**src/rtl/att_feeder_pkg.sv**
```systemverilog
// Shared definitions for the attention-core feeder: default geometry,
// FSM state encoding and a counter-width helper.
package att_feeder_pkg;

    localparam int ATT_WIDTH = 8;
    localparam int ATT_N_TOK = 4;
    localparam int ATT_N_RES = 4;
    localparam int ATT_TMO   = 255;

    typedef enum logic [2:0] {
        ST_IDLE,
        ST_LOAD,
        ST_RUN,
        ST_WAIT,
        ST_DRAIN
    } state_t;

    // Bits needed to hold 0..max_val, never less than one.
    function automatic int cnt_w(input int max_val);
        return (max_val < 1) ? 1 : $clog2(max_val + 1);
    endfunction

endpackage

```
**src/rtl/att_feeder.sv**
```systemverilog
// Buffers one pass of tokens, streams them into the attention core, collects
// its results (with a watchdog) and drains them downstream in capture order.
module att_feeder
    import att_feeder_pkg::*;
#(
    parameter int W     = ATT_WIDTH,
    parameter int N_TOK = ATT_N_TOK,
    parameter int N_RES = ATT_N_RES,
    parameter int TMO   = ATT_TMO
) (
    input  logic         clk,
    input  logic         rstn,
    input  logic         s_valid,
    output logic         s_ready,
    input  logic [W-1:0] s_data,
    input  logic [W-1:0] s_bias,
    output logic         core_en,
    output logic [W-1:0] core_att,
    output logic [W-1:0] core_bias,
    input  logic         core_end,
    input  logic [W-1:0] core_res,
    output logic         m_valid,
    input  logic         m_ready,
    output logic [W-1:0] m_data,
    output logic         m_last,
    output logic         busy,
    output logic         err
);

    localparam int IW  = cnt_w(N_TOK - 1);
    localparam int RIW = cnt_w(N_RES - 1);
    localparam int RCW = cnt_w(N_RES);
    localparam int TW  = cnt_w(TMO);

    localparam logic [IW-1:0]  TOK_LAST = IW'(N_TOK - 1);
    localparam logic [RCW-1:0] RES_FULL = RCW'(N_RES);
    localparam logic [TW-1:0]  TMO_LAST = TW'(TMO - 1);

    state_t           state_q, state_d;
    logic [IW-1:0]    wr_idx_q, wr_idx_d;
    logic [IW-1:0]    rd_idx_q, rd_idx_d;
    logic [RCW-1:0]   res_cnt_q, res_cnt_d;
    logic [RIW-1:0]   out_idx_q, out_idx_d;
    logic [TW-1:0]    tmo_cnt_q, tmo_cnt_d;
    logic             err_q, err_d;
    logic [W-1:0]     tok_att_q  [N_TOK];
    logic [W-1:0]     tok_att_d  [N_TOK];
    logic [W-1:0]     tok_bias_q [N_TOK];
    logic [W-1:0]     tok_bias_d [N_TOK];
    logic [W-1:0]     res_q      [N_RES];
    logic [W-1:0]     res_d      [N_RES];

    logic s_hs;
    logic m_hs;
    logic capture;

    // s_ready is gated by rstn so upstream sees no acceptance while held in reset.
    always_comb begin
        s_ready   = rstn && ((state_q == ST_IDLE) || (state_q == ST_LOAD));
        core_en   = (state_q == ST_RUN) || (state_q == ST_WAIT);
        core_att  = '0;
        core_bias = '0;
        if (state_q == ST_RUN) begin
            core_att  = tok_att_q[rd_idx_q];
            core_bias = tok_bias_q[rd_idx_q];
        end else if (state_q == ST_WAIT) begin
            core_att  = tok_att_q[TOK_LAST];
            core_bias = tok_bias_q[TOK_LAST];
        end
        m_valid = (state_q == ST_DRAIN) && (res_cnt_q != '0);
        m_data  = m_valid ? res_q[out_idx_q] : '0;
        m_last  = m_valid && ((RCW'(out_idx_q) + RCW'(1)) == res_cnt_q);
        busy    = (state_q != ST_IDLE);
        err     = err_q;
        s_hs    = s_valid && s_ready;
        m_hs    = m_valid && m_ready;
        capture = core_en && core_end && (res_cnt_q != RES_FULL);
    end

    always_comb begin
        state_d    = state_q;
        wr_idx_d   = wr_idx_q;
        rd_idx_d   = rd_idx_q;
        res_cnt_d  = res_cnt_q;
        out_idx_d  = out_idx_q;
        tmo_cnt_d  = tmo_cnt_q;
        err_d      = err_q;
        tok_att_d  = tok_att_q;
        tok_bias_d = tok_bias_q;
        res_d      = res_q;

        if (capture) begin
            res_d[RIW'(res_cnt_q)] = core_res;
            res_cnt_d              = res_cnt_q + RCW'(1);
        end

        case (state_q)
            ST_IDLE: begin
                if (s_hs) begin
                    tok_att_d[0]  = s_data;
                    tok_bias_d[0] = s_bias;
                    err_d         = 1'b0;
                    res_cnt_d     = '0;
                    out_idx_d     = '0;
                    rd_idx_d      = '0;
                    if (N_TOK == 1) begin
                        state_d = ST_RUN;
                    end else begin
                        wr_idx_d = IW'(1);
                        state_d  = ST_LOAD;
                    end
                end
            end
            ST_LOAD: begin
                if (s_hs) begin
                    tok_att_d[wr_idx_q]  = s_data;
                    tok_bias_d[wr_idx_q] = s_bias;
                    if (wr_idx_q == TOK_LAST) begin
                        wr_idx_d = '0;
                        rd_idx_d = '0;
                        state_d  = ST_RUN;
                    end else begin
                        wr_idx_d = wr_idx_q + IW'(1);
                    end
                end
            end
            ST_RUN: begin
                if (rd_idx_q == TOK_LAST) begin
                    tmo_cnt_d = '0;
                    state_d   = ST_WAIT;
                end else begin
                    rd_idx_d = rd_idx_q + IW'(1);
                end
                // A full result set ends the pass even if tokens remain unfed.
                if (res_cnt_d == RES_FULL) begin
                    state_d = ST_DRAIN;
                end
            end
            ST_WAIT: begin
                if (capture) begin
                    tmo_cnt_d = '0;
                    if (res_cnt_d == RES_FULL) begin
                        state_d = ST_DRAIN;
                    end
                end else if (tmo_cnt_q == TMO_LAST) begin
                    err_d   = 1'b1;
                    state_d = ST_DRAIN;
                end else begin
                    tmo_cnt_d = tmo_cnt_q + TW'(1);
                end
            end
            ST_DRAIN: begin
                rd_idx_d  = '0;
                tmo_cnt_d = '0;
                if (res_cnt_q == '0) begin
                    state_d = ST_IDLE;
                end else if (m_hs) begin
                    if (m_last) begin
                        out_idx_d = '0;
                        res_cnt_d = '0;
                        state_d   = ST_IDLE;
                    end else begin
                        out_idx_d = out_idx_q + RIW'(1);
                    end
                end
            end
            default: state_d = ST_IDLE;
        endcase
    end

    always_ff @(posedge clk or negedge rstn) begin
        if (!rstn) begin
            state_q    <= ST_IDLE;
            wr_idx_q   <= '0;
            rd_idx_q   <= '0;
            res_cnt_q  <= '0;
            out_idx_q  <= '0;
            tmo_cnt_q  <= '0;
            err_q      <= 1'b0;
            tok_att_q  <= '{default: '0};
            tok_bias_q <= '{default: '0};
            res_q      <= '{default: '0};
        end else begin
            state_q    <= state_d;
            wr_idx_q   <= wr_idx_d;
            rd_idx_q   <= rd_idx_d;
            res_cnt_q  <= res_cnt_d;
            out_idx_q  <= out_idx_d;
            tmo_cnt_q  <= tmo_cnt_d;
            err_q      <= err_d;
            tok_att_q  <= tok_att_d;
            tok_bias_q <= tok_bias_d;
            res_q      <= res_d;
        end
    end

endmodule

```
**config.mk**
```make
export PLATFORM = sky130hd
export DESIGN_NAME = att_feeder
export DESIGN_NICKNAME = d
export VERILOG_FILES = /design/src/rtl/att_feeder_pkg.sv /design/src/rtl/att_feeder.sv
export SDC_FILE = /design/constraint.sdc
export NUM_CORES = 1
export LEC_CHECK = 0
export BUFFER_PORTS_ARGS = -buffer_cell sky130_fd_sc_hd__buf_2
export CORE_MARGIN = 2
export CORE_UTILIZATION = 35
export CTS_BUF_LIST = sky130_fd_sc_hd__clkbuf_16
export DETAILED_ROUTE_END_ITERATION = 12
export SLEW_MARGIN = 25
export SYNTH_ARGS = -nofsm -noshare
export SYNTH_HDL_FRONTEND = slang
export SYNTH_SLANG_ARGS = --single-unit
```
**constraint.sdc**
```tcl
create_clock -name clk -period 2.6 [get_ports clk]
set_input_delay 0 -clock clk [delete_from_list [all_inputs] [get_ports clk]]
set_output_delay 0 -clock clk [all_outputs]
set_load 0.02 [all_outputs]
```
Yosys cells after proc, flatten, opt, wreduce, memory -nomap -nowiden --
Index checks and enable logic that the tools add are counted.
Word-level totals: bits in registers 117, input bits 29, output and inout bits 30
Operators by class: add/subtract/negate cells 6, magnitude comparators 6, equal/unequal tests 25, multiplexer cells 66, bitwise gates (word level) 4, reductions and logical operators 27
Operators with widths (number):
- $mux 8 | 18
- $bwmux 32 | 3
- $mux 32 | 2
- $bmux 8 s2 | 3
- $mux 3 | 16
- $demux 8 s2 | 2
- $pmux 8 s2 | 2
- $pmux 8 s3 | 1
- $mux 2 | 10
- $pmux 3 s5 | 1
- $ge 3x3->1 const B | 4
- $ne 2x2->1 const B | 6
- $ne 3x2->1 const B | 4
- $not 2->3 | 4
- $logic_and 1x1->1 | 9
- $reduce_bool 3->1 | 3
- $add 8x1->8 const B | 1
- $eq 8x8->1 const B | 1
- $pmux 2 s2 | 2
- $pmux 2 s4 | 1
- $reduce_and 4->1 | 2
- $reduce_and 8->1 | 1
- $add 2x1->2 const B | 3
- $eq 3x2->1 const B | 2
- other kinds (20) | 33

Logic depth before layout (Yosys ltp) --
Gate-level depths: netlist (run 1).
word-level depth 9, mapped depth 8, depth with buffers taken out 7

Worst setup path before layout (run 1) --
Ideal clock, no wire load.
kind register to register, start point register res_cnt_q[0], end point register state_q[1], setup time 126 ps, data arrival time 1873 ps, data required time 2474 ps, setup slack 601 ps, stages on the path, launching flop included 7, buffers on the path 0, cell sequence dfrtp_1 > inv_1 > ha_1 > nor3_1 > o41ai_1 > a311o_1 > a221o_1
On the way: word-level cells in the longest chain between the ends 6
RTL lines:
- start, declared | RTL line att_feeder.sv:42 | logic [RCW-1:0] res_cnt_q, res_cnt_d;
- start signal, assigned | RTL line att_feeder.sv:187 | res_cnt_q <= res_cnt_d;
- parallel branches: the longest is 6 deep, another holds $add 3x1->3
- end signal, assigned | RTL line att_feeder.sv:184 | state_q <= state_d;
- end, declared | RTL line att_feeder.sv:39 | state_t state_q, state_d;
Parallel ways; which one is timed is not known. A chain may end at the register's enable or synchronous reset.

Final worst setup path (run 1) --
Same ends and word-level chain as after synthesis.

==> qor.yml, run 1 <==
syn_nets: 504
post_drt_wl_per_cell_um: 16.79
drt_first_pass_iters: 4
path_max_fanout: 6
wl_mm: 13.26
grt_pass1_vias: 4333
period_share_pct: 85.27
cts.path.max_buffers: 2
ys_seq_area_share_pct: 50.39
gp_congestion: 0.8264
port_buffers: 58
grt_first_pass_wirelength_mm: 22.38
route.detailed.drc: 0
crit_path_end_kind: "flip-flop"
dpl-instance-area_um2: 6404
cts_setup_buffers: 0
synth_cells: 463
ir_drop_uv: 624.5
htreeDepth: 4
ys_warn_count: 0
die_h_um: 132.8
synth_area_leaders: "dfrtp_1 (50%), mux2_2 (19%), mux4_2 (9.3%)"
synth_most_common_cell: "dfrtp_1"
final_antenna_net_count: 0
synthTopCellsByCount: "dfrtp_1 (117), mux2_2 (97), nand2_1 (42), a21oi_1 (31), mux4_2 (24)"
final_nets: 598
fin_setup_tns_ns: 0
diodes: 0
rows: 47
synth_edf_count: 0
required_ns: 2.89
cp-start-kind: "flip-flop"
area_delta_synth_final_pct: 23.60
placedCellCount: 733
hold_buffers: 25
finalHoldViolCount: 0
cts_tree: "done"
leakagePower_nw: 3.275
netlist_area_um2: 5811
cts_buffers: 17
final_area_um2: 7182
gr-usage-all-layers_pct: 16.35
maxCapViolCount: 0
drtIter0Drc: 160
cts.sinks: 117
hold_path.class: "input pin to flip-flop"
async_reset_ff_share_pct: 100.0
synth_seq_cells: 117
slowest_stage: "dfrtp_1"
finalSetupViolCount: 0
grt_max_degree: 68
dp_hpwl_mm: 8.662
coreArea_um2: 16410
synth_largest_area_cell: "dfrtp_1"
slew_headroom_pct: 36.00
vias: 3999
fp.dieW_um: 132.8
crit_type: "flip-flop to flip-flop"
yosysUniqueCellTypes: 42
final_cells: 790
status: "completed"
dieArea_um2: 17650
p_per_area_nw_per_um2: 1132
initial_core_util_pct: 35.42
antenna_found_initial: 0
grt_overflow: 0
drive_gt1_share_pct: 39.12
cts_resized: 0
avgSynthCellArea_um2: 12.55
grt_setup_unrepaired: "false"
via_per_inst: 5.062
cp_num_buf_inv: 1
crit_chain: "inv_1 > ha_1 > nor3_1 > o41ai_1 > a311o_1 > a221o_1"
slew_viol_final: 0
root_buffer: "clkbuf_16"
p_total_mw: 8.128
io_pins: 59
slowest_delay_ns: 0.45
cp_top_family: "compound AO/OA/AOI/OAI gates"
synth-main-ff-cell: "dfrtp_1"
clk_latency_ns: 0.41
cp.arrival_ns: 2.51
clk_pin_slew_worst_paths_ns: 0.06
period_minus_slack_ns: 2.217
skew_ns: 0.01299
fill_cells: 1515
fmax_mhz: 451.1
worst_pin_slew_ns: 0.9600
synth_top_area_share_pct: 50.39
## final timing paths
check	startpoint	endpoint	slack (ns)	depth (start not counted)
worst max register to register	res_cnt_q[0]	state_q[1]	0.38	6
worst min register to register	tok_att_q[11]	tok_att_q[11]	0.50	1
worst max-delay path	res_cnt_q[0]	state_q[1]	0.38	6
min in group asynchronous	rstn	res_q[13]	0.43	3
worst min-delay path	m_ready	state_q[2]	0.05	3
max in group asynchronous	rstn	res_q[30]	0.97	4
## layout make-up
type	count	area, um2	area share, %
flip-flops and latches	117	2928	40.77
inverters	12	45.04	0.6272
clock buffers	17	425.4	5.923
repair buffers	100	683.2	9.512
clock inverters	15	102.6	1.429
well taps	220	275.3	3.833
multi-input cells	309	2723	37.91
## cell families (layout without fill, tap and decap cells)
logic type,Yosys count,after routing,synth area share [%]
AND/OR/NAND/NOR,106,106,8.613
buffers and inverters,37,144,2.756
AO/OA/AOI/OAI,61,61,6.180
XOR/XNOR,8,8,1.206
adder cells (fa/ha/maj),12,12,2.584
flip-flops,117,117,50.39
multiplexers,122,122,28.27
## registers in the layout, indices dropped and copies added (netlist names)
signal      flops
err             1
out_idx_q       2
rd_idx_q        2
res_cnt_q       3
res_q          32
state_q         3
tmo_cnt_q       8
tok_att_q      32
tok_bias_q     32
wr_idx_q        2
## placed cells by master, fill, tap and decap left out, drive strengths merged, types with 2 or more instances in the layout
| master | netlist | routed |
|---|---|---|
| dfrtp | 117 | 117 |
| mux2 | 97 | 97 |
| buf | 18 | 75 |
| nand2 | 42 | 42 |
| a21oi | 31 | 31 |
| dlygate4sd3 | 0 | 25 |
| mux4 | 24 | 24 |
| nor2 | 18 | 18 |
| inv | 12 | 17 |
| clkbuf | 7 | 17 |
| o21ai | 14 | 14 |
| nor2b | 12 | 12 |
| ha | 12 | 12 |
| nand3 | 11 | 11 |
| clkinv | 0 | 8 |
| nor3 | 7 | 7 |
| xor2 | 4 | 4 |
| xnor2 | 4 | 4 |
| and3 | 4 | 4 |
| nand2b | 2 | 2 |
| and2 | 2 | 2 |
| o21a | 2 | 2 |
| nand4 | 2 | 2 |
| or3b | 2 | 2 |
| o41ai | 2 | 2 |
| nor4 | 2 | 2 |
| a21o | 2 | 2 |
## where the power goes
group,switching [mW],internal [mW]
Sequential,0.476,2.59
Combinational,1.44,1.54
Clock,0.798,1.28
## per-layer routing
metal	vias to the layer above	share of wire, %	global-route usage [%]
met4	0	0.81	5.078
met3	9	4.5	4.751
met1	2043	44	20.35
met5	-	0	0
li1	1866	-	-
met2	81	51	27.58
## through the flow
stage,util (%),hold WS [ns],setup slack (ns)
4_1_cts,43.77,0.02438,0.3824
5_1_grt,43.77,0.02415,0.2180
2_1_floorplan,-,-0.2956,0.6008
6_report,43.77,0.05010,0.3830
3_5_place_dp,39.03,0.2820,0.3950
3_3_place_gp,39.03,0.2734,0.4441
## worst min-delay path: stages
cell	delay, ns
buf_2	0.11
a21oi_1	0.09
a31o_2	0.22
Power figures use the tool's default switching activity.
==> run 2: changes to the inputs <==
--- a/config.mk
+++ b/config.mk
@@ -5,10 +5,11 @@
 export SDC_FILE = /design/constraint.sdc
 export NUM_CORES = 1
 export LEC_CHECK = 0
+export ABC_AREA = 1
 export BUFFER_PORTS_ARGS = -buffer_cell sky130_fd_sc_hd__buf_2
 export CORE_MARGIN = 2
 export CORE_UTILIZATION = 35
-export CTS_BUF_LIST = sky130_fd_sc_hd__clkbuf_16
+export CTS_BUF_LIST = sky130_fd_sc_hd__clkbuf_4 sky130_fd_sc_hd__clkbuf_8 sky130_fd_sc_hd__clkbuf_16
 export DETAILED_ROUTE_END_ITERATION = 12
 export SLEW_MARGIN = 25
 export SYNTH_ARGS = -nofsm -noshare
==> constraint.sdc (replaced) <==
create_clock -name clk -period 2.6 [get_ports clk]
set_input_delay 0 -clock clk [delete_from_list [all_inputs] [get_ports clk]]
set_output_delay 0 -clock clk [all_outputs]
set_load 0.05 [all_outputs]
==> run 2 against run 1 <==
Worst hold slack got worse by 0.038 ns. Wire length grew 4.3%. Register-to-register slack improved by 0.22 ns. Sequential power is 1% lower. Non-clock buffer count up 1. Sequential cell count stayed put. Critical path depth unchanged. Global-route usage up 0.82 points. Via count rose by 23%. Combinational power increased by 3%. Setup slack lost 0.12 ns. Critical endpoint is now core_att[5]. Largest cell class unchanged. Largest power group is now combinational logic.
==> qor.yml, run 2 <==
slew_viol_final: 0  # unchanged
grt_max_degree: 72  # was 68
synth_seq_cells: 117  # unchanged
rows: 47  # unchanged
drive_gt1_share_pct: 16.02  # was 39.12%
fp.dieW_um: 132.7  # was 132.8 um
finalSetupViolCount: 0  # unchanged
min_path_cells: 4  # was 3
vias: 4926  # was 3999
cts_tree: "done"  # unchanged
diodes: 0  # unchanged
crit_path_end_kind: "output port"  # was flip-flop
synthTopCellsByCount: "nand2_1 (159), dfrtp_1 (117), nor2_1 (95), o21ai_0 (86)"  # was dfrtp_1 (117), mux2_2 (97), nand2_1 (42), a21oi_1 (31), mux4_2 (24)
grt_overflow: 0  # unchanged
required_ns: 2.60  # was 2.89 ns
synth_top_area_share_pct: 50.52  # was 50.39%
finalHoldViolCount: 0  # unchanged
layout_commonest_cell: "nand2_1"  # was dfrtp_1
fin_setup_tns_ns: 0  # unchanged
skew_ns: 0.007485  # was 0.01299 ns
yosysUniqueCellTypes: 32  # was 42
ys_seq_area_share_pct: 50.52  # was 50.39%
cp.arrival_ns: 2.33  # was 2.51 ns
period_minus_slack_ns: 2.333  # was 2.217 ns
drt_first_pass_iters: 4  # unchanged
htreeDepth: 4  # unchanged
dieArea_um2: 17600  # was 17650 um2
worst-r2r-cell-count: 7  # was 6
async_reset_ff_share_pct: 100.0  # unchanged
cts_buffers: 17  # unchanged
status: "completed"  # unchanged
cts.sinks: 117  # unchanged
synth_cells: 705  # was 463
final_nets: 833  # was 598
placedCellCount: 965  # was 733
final_cell_mix: "nand2_1 (159), dfrtp_1 (117), nor2_1 (95)"  # was dfrtp_1 (117), mux2_2 (97), buf_2 (57)
drtIter0Drc: 322  # was 160
path_max_fanout: 17  # was 6
hold_path.class: "input pin to flip-flop"  # unchanged
crit_type: "flip-flop to output port"  # was flip-flop to flip-flop
grt_first_pass_wirelength_mm: 24.02  # was 22.38 mm
cts_setup_buffers: 0  # unchanged
holdWs_ns: 0.01241  # was 0.05010 ns
gp_congestion: 0.7723  # was 0.8264
period_share_pct: 89.73  # was 85.27%
cp-start-kind: "flip-flop"  # unchanged
clk_pin_slew_worst_paths_ns: 0.05  # was 0.06 ns
coreArea_um2: 16410  # unchanged
post_drt_wl_per_cell_um: 13.50  # was 16.79 um
worst_pin_slew_ns: 0.6110  # was 0.9600 ns
leakagePower_nw: 3.516  # was 3.275 nW
grt_setup_unrepaired: "false"  # unchanged
port_buffers: 58  # unchanged
p_per_area_nw_per_um2: 1179  # was 1132 nW/um2
fill_cells: 1615  # was 1515
io_pins: 59  # unchanged
synth_edf_count: 0  # unchanged
avgSynthCellArea_um2: 8.221  # was 12.55 um2
area_delta_synth_final_pct: 25.43  # was 23.60%
clk_latency_ns: 0.42  # was 0.41 ns
synth_largest_area_cell: "dfrtp_1"  # unchanged
fmax_mhz: 428.6  # was 451.1 MHz
grt_pass1_vias: 4831  # was 4333
via_per_inst: 4.806  # was 5.062
initial_core_util_pct: 35.32  # was 35.42%
route.detailed.drc: 0  # unchanged
antenna_found_initial: 0  # unchanged
ys_warn_count: 0  # unchanged
netlist_area_um2: 5796  # was 5811 um2
slew_headroom_pct: 59.27  # was 36.00%
synth-main-ff-cell: "dfrtp_1"  # unchanged
wl_mm: 13.83  # was 13.26 mm
dp_hpwl_mm: 8.864  # was 8.662 mm
root_buffer: "clkbuf_16"  # unchanged
syn_nets: 746  # was 504
gr-usage-all-layers_pct: 17.16  # was 16.35%
synth_most_common_cell: "nand2_1"  # was dfrtp_1
maxCapViolCount: 0  # unchanged
top_regs: "res_q x32, tok_att_q x32, tok_bias_q x32"  # unchanged
ir_drop_uv: 555.1  # was 624.5 uV
synth_area_leaders: "dfrtp_1 (51%), nand2_1 (10%), o21ai_0 (7.4%)"  # was dfrtp_1 (50%), mux2_2 (19%), mux4_2 (9.3%)
die_h_um: 132.7  # was 132.8 um
final_cells: 1025  # was 790
final_antenna_net_count: 0  # unchanged
cts.path.max_buffers: 2  # unchanged
## run 2: worst max-delay path, stage by stage, from the launching register on
cell     delay (ns)
dfrtp_1        0.57
inv_1          0.34
buf_4          0.28
nor2_1         0.06
o32ai_1        0.23
a22o_1         0.18
buf_2          0.26
## run 2: timing repair
action                    in CTS  in global routing
resized for setup              0                  0
hold endpoints to repair     144                  0
hold buffers                  27                  0
## run 2: where the power goes
part	internal [mW]	total, mW	switching (mW)	leakage [nW]
clock	1.62	2.48	0.863	0.300
sequential	2.51	3.02	0.507	1.53
combinational	1.06	3.07	2.01	1.69
total	5.19	8.57	3.38	3.52
## run 2: worst paths after layout
check / startpoint / end / slack (ns)
worst max-delay path: rd_idx_q[0] / core_att[5] / 0.27
worst min-delay path: s_valid / wr_idx_q[1] / 0.01
worst max register to register: res_cnt_q[0] / res_q[7] / 0.60
worst min register to register: res_q[21] / res_q[21] / 0.48
max in group asynchronous: rstn / tok_bias_q[3] / 1.29
min in group asynchronous: rstn / state_q[0] / 0.24
## run 2: metrics by stage
stage	area [um2]	utilization (%)	worst slack [ns]	power, mW
after floorplan	5796	-	0.4619	5.318
after CTS	7242	44.14	0.2329	8.636
after global placement	6335	38.61	0.6538	6.029
final	7269	44.31	0.2670	8.570
after global routing	7269	44.31	0.08258	9.238
after detailed placement	6335	38.61	0.6032	6.073
## run 2: area by class of cell
class,instances,area [um2],share of cell area [%]
sequential,117,2928,40.28
multi-input combinational,499,2516,34.61
timing repair buffer,101,703.2,9.673
clock buffer,18,432.9,5.955
tap,220,275.3,3.787
inverter,56,210.2,2.892
clock inverter,14,203.9,2.806
## run 2: logic make-up after synthesis
group | synth area share [%]
AOI/OAI and AO/OA | 19.37
xor gates and xnor gates | 1.058
adders and majority gates | 2.591
buffers and inverters | 6.153
DFF | 50.52
and+or+nand+nor | 20.32
## run 2: routing by layer
layer	part of all wire (%)	wire [um]	global-route usage (%)
met5	0	0	0
met4	1.9	267	6.452
met3	3.6	499	4.100
met2	45	6208	25.99
met1	50	6858	23.93
